$ cat src/rtl/mf_taps_pkg.sv
// Shared 41-tap half-sine table: round(32767 * sin(pi * k / 40)), k = 0..40.
package mf_taps_pkg;

    localparam int unsigned MF_NTAPS = 41;
    localparam int unsigned MF_CW    = 16;

    localparam logic signed [MF_CW-1:0] MF_COEFFS [MF_NTAPS] = '{
        16'sd0,     16'sd2571,  16'sd5126,  16'sd7649,  16'sd10126, 16'sd12539,
        16'sd14876, 16'sd17121, 16'sd19260, 16'sd21280, 16'sd23170, 16'sd24916,
        16'sd26509, 16'sd27938, 16'sd29196, 16'sd30273, 16'sd31163, 16'sd31862,
        16'sd32364, 16'sd32666, 16'sd32767, 16'sd32666, 16'sd32364, 16'sd31862,
        16'sd31163, 16'sd30273, 16'sd29196, 16'sd27938, 16'sd26509, 16'sd24916,
        16'sd23170, 16'sd21280, 16'sd19260, 16'sd17121, 16'sd14876, 16'sd12539,
        16'sd10126, 16'sd7649,  16'sd5126,  16'sd2571,  16'sd0
    };

endpackage

$ cat src/rtl/msk_tx_pkg.sv
// Shared types for the MSK transmit pulse shaper.
package msk_tx_pkg;

    localparam int unsigned SPS_DEF = 20;

    typedef enum logic [0:0] {IDLE, RUN} state_e;

    // Amplitude in {-1, 0, +1}, two's complement.
    typedef logic signed [1:0] amp_t;

endpackage

$ cat src/rtl/msk_pulse_lut.sv
// Dual-read half-sine lookup: I at idx, Q at (idx + SPS) mod 2*SPS.
module msk_pulse_lut
    import mf_taps_pkg::*;
#(
    parameter int unsigned SPS = 20,
    parameter int unsigned DW  = 16,
    parameter int unsigned PW  = $clog2(2 * SPS + 1)
) (
    input  logic [PW-1:0]        idx,
    output logic signed [DW-1:0] coef_i,
    output logic signed [DW-1:0] coef_q
);

    if (MF_NTAPS != 2 * SPS + 1) begin : g_bad_ntaps
        $error("MF_NTAPS must equal 2*SPS+1");
    end
    if (DW != MF_CW) begin : g_bad_width
        $error("DW must equal the coefficient width");
    end

    logic [PW:0] qsum;
    logic [PW:0] qwrap;

    always_comb begin
        qsum   = {1'b0, idx} + (PW + 1)'(SPS);
        qwrap  = (qsum >= (PW + 1)'(2 * SPS)) ? qsum - (PW + 1)'(2 * SPS) : qsum;
        coef_i = MF_COEFFS[idx];
        coef_q = MF_COEFFS[qwrap[PW-1:0]];
    end

endmodule

$ cat src/rtl/msk_tx_shaper.sv
// MSK transmit shaper: even bits on I, odd bits on Q offset by T, half-sine pulses of 2T.
module msk_tx_shaper
    import msk_tx_pkg::*;
#(
    parameter int unsigned SPS = SPS_DEF,
    parameter int unsigned DW  = 16
) (
    input  logic                 clk,
    input  logic                 rst_n,
    input  logic                 en,
    input  logic                 s_bit,
    input  logic                 s_valid,
    output logic                 s_ready,
    output logic signed [DW-1:0] i_out,
    output logic signed [DW-1:0] q_out,
    output logic                 out_valid,
    output logic                 underrun,
    output logic                 busy
);

    localparam int unsigned PW = $clog2(2 * SPS + 1);
    localparam logic [PW-1:0] PH_Q    = PW'(SPS);
    localparam logic [PW-1:0] PH_LAST = PW'(2 * SPS - 1);

    function automatic logic signed [DW-1:0] scale(amp_t a, logic signed [DW-1:0] c);
        unique case (a)
            2'sb01:  return c;
            2'sb11:  return -c;
            default: return '0;
        endcase
    endfunction

    state_e              state_q, state_d;
    logic [PW-1:0]       phase_q, phase_d;
    amp_t                ai_q, ai_d, aq_q, aq_d, ld_amp;
    logic signed [DW-1:0] i_q, q_q, coef_i, coef_q;
    logic                ov_q, un_q, un_d;
    logic                bnd_i, bnd_q, accept;

    msk_pulse_lut #(
        .SPS (SPS),
        .DW  (DW),
        .PW  (PW)
    ) u_lut (
        .idx    (phase_q),
        .coef_i (coef_i),
        .coef_q (coef_q)
    );

    assign bnd_i   = (phase_q == '0);
    assign bnd_q   = (phase_q == PH_Q);
    assign s_ready = rst_n & en & ((state_q == IDLE) | bnd_i | bnd_q);
    assign accept  = s_valid & s_ready;
    assign ld_amp  = s_bit ? 2'sb01 : 2'sb11;

    always_comb begin
        state_d = state_q;
        phase_d = phase_q;
        ai_d    = ai_q;
        aq_d    = aq_q;
        un_d    = 1'b0;
        if (en) begin
            unique case (state_q)
                IDLE: begin
                    phase_d = '0;
                    if (s_valid) begin
                        ai_d    = ld_amp;
                        aq_d    = '0;
                        phase_d = PW'(1);
                        state_d = RUN;
                    end
                end
                RUN: begin
                    phase_d = (phase_q == PH_LAST) ? '0 : phase_q + PW'(1);
                    if (bnd_i) begin
                        ai_d = accept ? ld_amp : '0;
                        // Stream ends cleanly only once Q has no pulse in flight.
                        if (!s_valid) begin
                            if (aq_q == '0) begin
                                state_d = IDLE;
                                phase_d = '0;
                            end else begin
                                un_d = 1'b1;
                            end
                        end
                    end
                    if (bnd_q) begin
                        aq_d = accept ? ld_amp : '0;
                        un_d = !s_valid;
                    end
                end
                default: state_d = IDLE;
            endcase
        end
    end

    always_ff @(posedge clk) begin
        if (!rst_n) begin
            state_q <= IDLE;
            phase_q <= '0;
            ai_q    <= '0;
            aq_q    <= '0;
            i_q     <= '0;
            q_q     <= '0;
            ov_q    <= 1'b0;
            un_q    <= 1'b0;
        end else begin
            state_q <= state_d;
            phase_q <= phase_d;
            ai_q    <= ai_d;
            aq_q    <= aq_d;
            ov_q    <= en;
            un_q    <= un_d;
            if (en) begin
                i_q <= scale(ai_d, coef_i);
                q_q <= scale(aq_d, coef_q);
            end
        end
    end

    assign i_out     = i_q;
    assign q_out     = q_q;
    assign out_valid = ov_q;
    assign underrun  = un_q;
    assign busy      = (state_q == RUN);

endmodule

$ cat config.mk
export PLATFORM = sky130hd
export DESIGN_NAME = msk_tx_shaper
export DESIGN_NICKNAME = d
export VERILOG_FILES = /design/src/rtl/mf_taps_pkg.sv /design/src/rtl/msk_tx_pkg.sv /design/src/rtl/msk_pulse_lut.sv /design/src/rtl/msk_tx_shaper.sv
export SDC_FILE = /design/constraint.sdc
export NUM_CORES = 1
export LEC_CHECK = 0
export ABC_AREA = 1
export CAP_MARGIN = 40
export CELL_PAD_IN_SITES_DETAIL_PLACEMENT = 1
export CELL_PAD_IN_SITES_GLOBAL_PLACEMENT = 2
export CORE_MARGIN = 3
export CORE_UTILIZATION = 28
export DETAILED_ROUTE_END_ITERATION = 10
export GPL_TIMING_DRIVEN = 0
export HOLD_SLACK_MARGIN = 0.05
export PLACE_DENSITY_LB_ADDON = 0.25
export SLEW_MARGIN = 20
export SYNTH_ARGS = -nofsm -noshare
export SYNTH_HDL_FRONTEND = slang
export SYNTH_SLANG_ARGS = --single-unit
$ cat constraint.sdc
create_clock -name clk -period 3.9 [get_ports clk]
set_clock_uncertainty 0.15 [all_clocks]
set_input_delay 0.975 -clock clk [delete_from_list [all_inputs] [get_ports clk]]
set_output_delay 0.975 -clock clk [all_outputs]
set_load 0.02 [all_outputs]
# After elaboration in Yosys (flattened, before gate mapping)
# Memories as Yosys holds them, arrays and structs flattened.
# Index checks and enable logic that the tools add are counted.
dict set report totals {
  regBits 45
  rom_bits 2048
  inputBits 5
  output_inout_bits 36
  elab_cells 67
  n_memories 2
}
# name depth word_bits read_ports rd_ports_with_merged_regs write_ports line_no
set mem_list {}
lappend mem_list {{(no name shown)} 64 16 1 0 0 msk_pulse_lut.sv:27} ;# coef_i = MF_COEFFS[idx];
lappend mem_list {{(no name shown)} 64 16 1 0 0 msk_pulse_lut.sv:28} ;# coef_q = MF_COEFFS[qwrap[PW-1:0]];
dict set report classes {
  n_addsub 5
  order_cmp 3
  eq_ne 6
  muxes 31
  bitwise_logic 8
  reduce_logical 4
}
# cell n
set op_table {}
lappend op_table {{16-bit two-way mux} 4}
lappend op_table {{16-bit case mux with 2 select lines} 2}
lappend op_table {{16-bit negator} 2}
lappend op_table {{6-bit two-way mux} 5}
lappend op_table {{2-bit two-way mux} 8}
lappend op_table {{7-bit greater-or-equal comparator (second input constant)} 2}
lappend op_table {{6-bit inverter with 7-bit output} 2}
lappend op_table {{6-bit case mux with 2 select lines} 1}
lappend op_table {{1-bit two-way mux} 8}
lappend op_table {{2-bit case mux with 2 select lines} 2}
lappend op_table {{6-bit by 5-bit adder with 7-bit output (second input constant)} 1}
lappend op_table {{7-bit by 6-bit greater-or-equal comparator with 1-bit output (second input constant)} 1}
lappend op_table {{6-bit by 1-bit adder with 6-bit output (second input constant)} 1}
lappend op_table {{6-bit by 5-bit equality test with 1-bit output (second input constant)} 1}
lappend op_table {{6-bit equality test (second input constant)} 1}
lappend op_table {{6-bit zero test} 1}
lappend op_table {{6-bit subtractor (second input constant)} 1}
lappend op_table {{2-bit by 1-bit equality test with 1-bit output (second input constant)} 2}
lappend op_table {{2-bit equality test (second input constant)} 2}
lappend op_table {{1-bit AND} 3}
lappend op_table {{3-bit AND reduction} 1}
lappend op_table {{2-bit zero test} 1}
lappend op_table {{1-bit bitwise OR} 2}
lappend op_table {{1-bit case mux with 2 select lines} 1}
lappend op_table {{2 further kinds} 2}

# Depth between registers and ports, before layout
# Gate-level depths: netlist (run 1).
dict set report depth {
  ltp_word 11
  mapped_depth 27
  depth_no_buf 24
}

# Hierarchy
# A second synthesis (run 1) with hierarchy kept.
dict set report unflattened {
  cells_unflattened 810
  area_unflattened_um2 4581.9
}
# module n_inst cells_each area_each_um2 seq_area_each_um2
set modules_own_cells {}
lappend modules_own_cells {msk_tx_shaper 1 429 2675.1 900.9}
lappend modules_own_cells {msk_pulse_lut 1 381 1906.8 0.0}

# Worst setup path after synthesis (run 1)
# Ideal clock, no wire load.
dict set report synth_timing {
  path_kind {reg2reg}
  start {register phase_q[3]}
  end {register q_q[12] (netlist: q_out[12])}
  setup_time_ns 0.113
  arrival_ns 3.468
  required_ns 3.637
  path_slack_ns 0.168
  stages_incl_launch_ff 25
  n_path_buf 4
  period_less_slack_ns 3.732
  path_cell_list {dfxtp_1 buf_2 inv_1 buf_2 buf_1 ha_1 inv_1 ha_1 nand2_2 nand2_4 nand3_4 nand2_4 buf_6 nand2_1 nand3_1 nand2_1 a21oi_2 ha_1 inv_1 nor2_2 nand2_1 o21ai_4 nand4_1 nand3_1 nand2_1}
}
dict set report synth_between {
  elab_chain_len 11
  word_cells_on_any_way 22
  classes_between {add/sub (3); order compare (1); eq/ne (3); mux (8); bitwise (5); reduce/logical (1); memory (1)}
}
# item line_no
set synth_lines {}
lappend synth_lines {{start, declared} msk_tx_shaper.sv:34} ;# logic [PW-1:0] phase_q, phase_d;
lappend synth_lines {{start signal, assigned} msk_tx_shaper.sv:109} ;# phase_q <= phase_d;
lappend synth_lines {{branches (longest 10 deep; another with memory read 64 x 16 bit)} n/a}
lappend synth_lines {{16-bit case mux with 2 select lines *} msk_tx_shaper.sv:26} ;# unique case (a)
lappend synth_lines {{end signal, assigned} msk_tx_shaper.sv:116} ;# q_q <= scale(aq_d, coef_q);
lappend synth_lines {{end, declared} msk_tx_shaper.sv:36} ;# logic signed [DW-1:0] i_q, q_q, coef_i, coef_q;
# Every way passes the cells marked *. The select of a mux whose other input is x is not followed.
# A chain may end at the register's enable or synchronous reset.

# Final worst setup path (run 1)
dict set report layout_timing {
  start {register phase_q[3]}
  end {register q_q[8] (netlist: q_out[8])}
}
# Same word-level chain as after synthesis.

==> results.json, run 1 <==
{
  "crit_path_top_delay_cell": "dfxtp_2",
  "crit_path_max_incr_delay_ns": 0.35,
  "min_path_type": "flop to flop",
  "pin_count": 41,
  "cts_buffers": 5,
  "max_freq_mhz": 270,
  "ys_warn_count": 0,
  "netlist_area_um2": 4440,
  "cts-htree-levels": 2,
  "start_util": 0.289,
  "vdd_drop_max_mv": 0.179,
  "synthArstFlopShare": 0,
  "slew_headroom": 0.419,
  "firstDrtPassIters": 4,
  "fin_crit_sh": 0.949,
  "cts_tree": "yes",
  "setup_violations": 0,
  "routed_wl_um": 18900,
  "place_hpwl_um": 15100,
  "yosysSeqAreaShare": 0.203,
  "worstSetupPathType": "flop to flop",
  "drive_gt1_frac": 0.137,
  "yosys-top-cells-area": "dfxtp_1 (20%), nand2_1 (19%), nand3_1 (7.3%)",
  "gp_congestion": 0.933,
  "syn_area_per_cell_um2": 6.04,
  "vias": 5117,
  "num_antenna_cells": 0,
  "path_clk_slew_ns": 0.07,
  "worstSetupStartpointType": "flop",
  "run_status": "complete, no violations",
  "slew_violations": 0,
  "port-buffer-count": 39,
  "multiInputGateArea_um2": 3150,
  "critical_path_depth": 25,
  "n_fill_cell": 2040,
  "grt_antenna_before_repair": 0,
  "reg2reg_depth": 25,
  "synthCells": 735,
  "p_leak_nw": 2.51,
  "grt_pass1_wl_um": 29300,
  "regToRegEndpoint": "q_out[8]$_SDFFE_PN0P_",
  "hold_violations": 0,
  "track_usage": 0.211,
  "fin_nets": 820,
  "synth_edf_count": 0,
  "p_per_area_nw_per_um2": 213,
  "via_per_inst": 5.09,
  "worstMarginPinSlew_ns": 0.860,
  "crit_buf_inv": 7,
  "path_delay_family": "simple AND/OR/NAND/NOR gates",
  "drc": 0,
  "yosys-top-cells-count": "nand2_1 (229), inv_1 (77), nor2_1 (77)",
  "insertion_delay_ns": 0.29,
  "critPathMaxFanout": 12,
  "end_kind": "flop",
  "final_antenna_net_count": 0,
  "grt_max_degree": 20,
  "ys_types": 51,
  "cts_root_buffer": "clkbuf_16",
  "fp.dieW_um": 132,
  "r2r-start": "phase_q[3]$_SDFFE_PN0P_",
  "seq_area_um2": 906,
  "core-area_um2": 15400,
  "synth.largest_area_cell": "dfxtp_1",
  "synthFlopType": "dfxtp_1",
  "grt_overflow": 0,
  "crit_required_ns": 3.94,
  "wl_per_cell_um": 18.8,
  "cp.arrival_ns": 3.74,
  "fin_crit_ns": 3.70,
  "yosysMostFrequentCell": "nand2_1",
  "timing.hold.ws_ns": 0.299,
  "regToRegSetupSlack_ns": 0.20,
  "setup_tns_ns": 0,
  "drtIter0Drc": 407,
  "maxCapViolCount": 0,
  "rows": 45,
  "dieArea_um2": 17400,
  "synth.top_cell.area_share": 0.203,
  "endpoint": "q_out[8]$_SDFFE_PN0P_",
  "cts_sinks": 45,
  "synth-seq-cells": 45,
  "grt_pass1_vias": 5054,
  "die_height_um": 132,
  "synthesis.nets": 762,
  "cts_buffer_depth": 2,
  "area_delta_synth_final_pct": 22.4,
  "crit_start": "phase_q[3]$_SDFFE_PN0P_"
}
repair_timing:
item                                    4_1_cts  5_1_grt
hold buffers                                  0        0
pin swaps                                     3        7
gates cloned                                  1        0
endpoints found under the setup margin       26       12
buffers inserted                              0       12
hold endpoints to repair                      0        0
resized for setup                            21       14
area by class of cell:
class / instances / area share
Multi-Input combinational cell: 583 / 0.581
Sequential cell: 45 / 0.167
Timing Repair Buffer: 51 / 0.0885
Inverter: 86 / 0.0617
Tap cell: 211 / 0.0486
Buffer: 21 / 0.0283
Clock buffer: 6 / 0.0237
Clock inverter: 2 / 0.00184
per-stage QoR:
step	total power, mW	utilization	worst slack (ns)	instance area (um^2)	instances
2_1_floorplan	0.644	-	0.168	4440	735
3_3_place_gp	0.728	0.331	-0.742	5090	985
3_5_place_dp	0.730	0.331	-0.814	5090	985
4_1_cts	1.16	0.345	-0.0105	5300	993
5_1_grt	1.22	0.353	-0.0377	5430	1005
6_report	1.16	0.353	0.200	5430	1005
metal layers:
| metal | vias to the layer above | track usage | part of all wire |
|---|---|---|---|
| met5 | - | 0 | 0 |
| met4 | 0 | 0.0496 | 0.017 |
| met3 | 19 | 0.0210 | 0.031 |
| met2 | 117 | 0.338 | 0.45 |
| met1 | 2480 | 0.306 | 0.50 |
| li1 | 2501 | - | - |
sequential cells by signal, summed over array words and instances (netlist names):
name	cells
underrun	1
ai_q	2
q_out	16
busy	1
aq_q	2
phase_q	6
i_out	16
out_valid	1
cell families (layout without fill, tap and decap cells):
| group | Yosys count | after routing | share of synthesized area |
|---|---|---|---|
| adder cells (fa/ha/maj) | 22 | 22 | 0.0620 |
| AO/OA/AOI/OAI | 116 | 117 | 0.164 |
| AND/OR/NAND/NOR | 434 | 434 | 0.447 |
| XOR/XNOR | 10 | 10 | 0.0197 |
| buffers and inverters | 108 | 166 | 0.104 |
| flip-flops | 45 | 45 | 0.203 |
how the worst min path moves through the flow:
stage,cells past startpoint,start,to
5_1_grt,2,q_out[5]$_SDFFE_PN0P_,q_out[5]$_SDFFE_PN0P_
2_1_floorplan,2,ai_q[0]$_SDFF_PN0_,ai_q[0]$_SDFF_PN0_
3_5_place_dp,2,q_out[5]$_SDFFE_PN0P_,q_out[5]$_SDFFE_PN0P_
4_1_cts,2,q_out[5]$_SDFFE_PN0P_,q_out[5]$_SDFFE_PN0P_
3_3_place_gp,2,q_out[12]$_SDFFE_PN0P_,q_out[12]$_SDFFE_PN0P_
6_report,2,q_out[5]$_SDFFE_PN0P_,q_out[5]$_SDFFE_PN0P_
report_power, final:
| part | switching, mW | internal, mW |
|---|---|---|
| sequential | 0.00712 | 0.469 |
| combinational | 0.171 | 0.0822 |
| clock | 0.194 | 0.236 |
| total | 0.372 | 0.788 |
worst min-delay path, delay by kind of cell (launching register included):
kind             cells  cell delay [ns]
DFF                  1             0.31
and+or+nand+nor      2             0.10
placed cells by master, fill, tap and decap left out, drive strengths merged, types with 3 or more instances in the layout:
master / count
xor2: 7
o21ai: 49
or2: 7
clkbuf: 12
nand4: 4
o22ai: 6
xnor2: 3
ha: 22
clkdlybuf4s50: 39
o211ai: 7
nand2: 251
a22oi: 3
nor3: 6
o31ai: 5
nor2: 90
inv: 86
dfxtp: 45
a31oi: 4
o21a: 3
nand3: 72
buf: 27
a21oi: 27
Note: power is estimated with default switching activity, not from simulation.
==> inputs of run 2 (changes only) <==
- SLEW_MARGIN: 20 -> not set
==> results of run 2 <==
No change in the layout: final DEF, timing and power equal those of run 1.
==> inputs of run 3 (changes only) <==
- ABC_AREA: 1 -> not set
- CAP_MARGIN: 40 -> not set
- CORE_UTILIZATION: 28 -> 31
==> run 3 against run 2 <==
Compared with the run above: the run now ends with negative setup slack left; global-route usage up 4.9 points; sequential power about the same; cell count shrank 8.5%; synthesized area increased by 5.8%; combinational power shrank 13%; via count is 13% higher; non-clock buffer count is 72 higher; sequential share of layout area is 2.6 points lower; wire length up 17%; flip-flop and latch count unchanged; final area rose by 19%; critical endpoint is now q_out[11]$_SDFFE_PN0P_; largest cell class unchanged.
==> results.json, run 3 <==
{
  "synthFlopType": "dfxtp_1",
  "seq_area_um2": 911,
  "worstSetupStartpointType": "flop",
  "synth-seq-cells": 45,
  "switchingPower_mw": 0.337,
  "core-area_um2": 14700,
  "dieArea_um2": 16700,
  "slew_violations": 0,
  "power_mw": 1.13,
  "power.internal_mw": 0.789,
  "maxCapViolCount": 0,
  "comb_power_share": 0.195,
  "ys_warn_count": 0,
  "p_per_area_nw_per_um2": 174,
  "crit_start": "phase_q[3]$_SDFFE_PN0P_",
  "yosys-top-cells-count": "nand2_1 (68), o21ai_0 (59), dfxtp_1 (45)",
  "vias": 5764,
  "grt_pass1_vias": 5737,
  "place_hpwl_um": 16100,
  "violations": "negative setup slack",
  "multiInputGateArea_um2": 3890,
  "grt_pass1_wl_um": 33500,
  "cts-htree-levels": 2,
  "cp.arrival_ns": 4.07,
  "p_leak_nw": 2.54,
  "end_kind": "flop",
  "die_height_um": 129,
  "min-delay-start": "i_out[15]$_SDFFE_PN0P_",
  "yosys-top-cells-area": "dfxtp_1 (19%), o21ai_0 (6.3%), ha_1 (5.9%)",
  "synthCells": 635,
  "switching_share": 0.299,
  "run_status": "finished with violations",
  "worstHoldPathCells": 2,
  "yosysSeqAreaShare": 0.192,
  "drtIter0Drc": 555,
  "pin_count": 41,
  "path_clk_slew_ns": 0.07,
  "final_antenna_net_count": 0,
  "worstMarginPinSlew_ns": 0.913,
  "via_per_inst": 6.27,
  "clockPowerShare": 0.384,
  "cts_buffers": 5,
  "netlist_area_um2": 4690,
  "r2r-start": "phase_q[3]$_SDFFE_PN0P_",
  "grt_max_degree": 16,
  "synthesis.nets": 662,
  "cts_buffer_depth": 2,
  "insertion_delay_ns": 0.30,
  "cts_root_buffer": "clkbuf_16",
  "reg2reg_depth": 19,
  "synthArstFlopShare": 0,
  "setup_violations": 8,
  "cts_tree": "yes",
  "layout_common_cells": "nand2_1 (66), buf_4 (59), o21ai_0 (55)",
  "ys_types": 82,
  "syn_area_per_cell_um2": 7.39,
  "fp.dieW_um": 129,
  "synth_edf_count": 0,
  "drc": 0,
  "mostFrequentLayoutCell": "nand2_1",
  "track_usage": 0.260,
  "area_delta_synth_final_pct": 38.1,
  "hold_violations": 0,
  "slew_headroom": 0.391,
  "fin_crit_ns": 4.04,
  "port-buffer-count": 38,
  "worstSetupPathType": "flop to flop",
  "cts_hold_buf": 0,
  "yosysMostFrequentCell": "nand2_1",
  "vdd_drop_max_mv": 0.150,
  "synth.top_cell.area_share": 0.192,
  "drive_gt1_frac": 0.240,
  "fin_nets": 762,
  "routed_wl_um": 22200,
  "setup_tns_ns": -0.537,
  "regToRegSetupSlack_ns": -0.14,
  "crit_required_ns": 3.93,
  "rows": 44,
  "num_antenna_cells": 0,
  "fin_crit_sh": 1.03,
  "seq_power_share": 0.421,
  "critPathMaxFanout": 6,
  "wl_per_cell_um": 24.1,
  "grt_antenna_before_repair": 0,
  "cts_sinks": 45,
  "gp_congestion": 0.962,
  "synth.largest_area_cell": "dfxtp_1",
  "n_fill_cell": 1756,
  "firstDrtPassIters": 5,
  "min_path_type": "flop to flop",
  "grt_overflow": 0,
  "max_freq_mhz": 248,
  "rsz0062_at_grt": "true",
  "timing.final.ws_setup_ns": -0.136,
  "start_util": 0.319
}
-- run 3: cell types whose count changed in the layout (fill, tap and decap cells not counted), moves of 10 or more --
cell	delta
nand2b_1	+18
xnor2_1	+16
nand2_2	-12
nor2_1	-41
nand2_1	-162
inv_1	-59
buf_4	+43
mux2i_1	+10
nand3_1	-50
o21ai_0	+18
a22o_1	+18
-- run 3: metal layers --
layer  part of all wire  GRT usage
met1               0.42      0.340
met4              0.037      0.101
met3              0.081     0.0610
met5                  0          0
met2               0.46      0.415
-- run 3: what timing repair did --
action	4_1_cts	5_1_grt
pin swaps	30	24
setup buffers	34	22
gates cloned	1	1
endpoints found under the setup margin	35	23
gates resized for setup	90	30
-- run 3: cells by family after synthesis --
logic type | share of synthesized area
simple gates | 0.231
flops | 0.192
compound gates | 0.368
xor+xnor | 0.0523
fa+ha+maj | 0.0587
mux | 0.0283
buf+inv | 0.0698
-- run 3: power by group through the flow --
stage	clock network [mW]	logic, mW	registers (mW)
floorplan	0	0.115	0.489
detailed placement	0	0.189	0.484
finish	0.432	0.220	0.474
global placement	0	0.188	0.484
global route	0.466	0.237	0.474
CTS	0.446	0.205	0.474
-- run 3: through the flow --
step           setup WS (ns)  hold slack [ns]  instances  utilization  area, um^2
3_3_place_gp           -1.25            0.284        857        0.369        5420
3_5_place_dp           -1.28            0.291        857        0.369        5420
4_1_cts               -0.174            0.304        900        0.423        6220
5_1_grt               -0.237            0.333        920        0.441        6480
6_report              -0.136            0.306        920        0.441        6480
2_1_floorplan         -0.133            0.293        635            -        4810
-- run 3: worst paths after layout --
| check | end |
|---|---|
| hold reg to reg | i_out[15]$_SDFFE_PN0P_ |
| setup reg to reg | q_out[11]$_SDFFE_PN0P_ |
| hold / removal | i_out[15]$_SDFFE_PN0P_ |
| setup / recovery | q_out[11]$_SDFFE_PN0P_ |
-- run 3: worst max-delay path, cell delays in order (launching register included) --
cell	delay, ns
dfxtp_2	0.37
buf_6	0.14
clkinv_8	0.05
clkbuf_16	0.15
ha_4	0.33
inv_4	0.06
ha_4	0.19
clkbuf_16	0.17
nand4_1	0.11
a211oi_2	0.10
or3_4	0.38
buf_6	0.15
nand4_1	0.12
o221a_4	0.23
buf_4	0.13
o311ai_2	0.13
nor3b_2	0.36
and3_4	0.25
nor4_1	0.05
a221o_1	0.28
-- run 3: cell type report --
cell class                 instances  area share
sequential                        45       0.141
buffer                            48      0.0541
timing repair buffer              96       0.130
multi-input combinational        517       0.600
clock buffer                       5      0.0193
clock inverter                     3     0.00328
inverter                          22      0.0176
tap                              184      0.0355
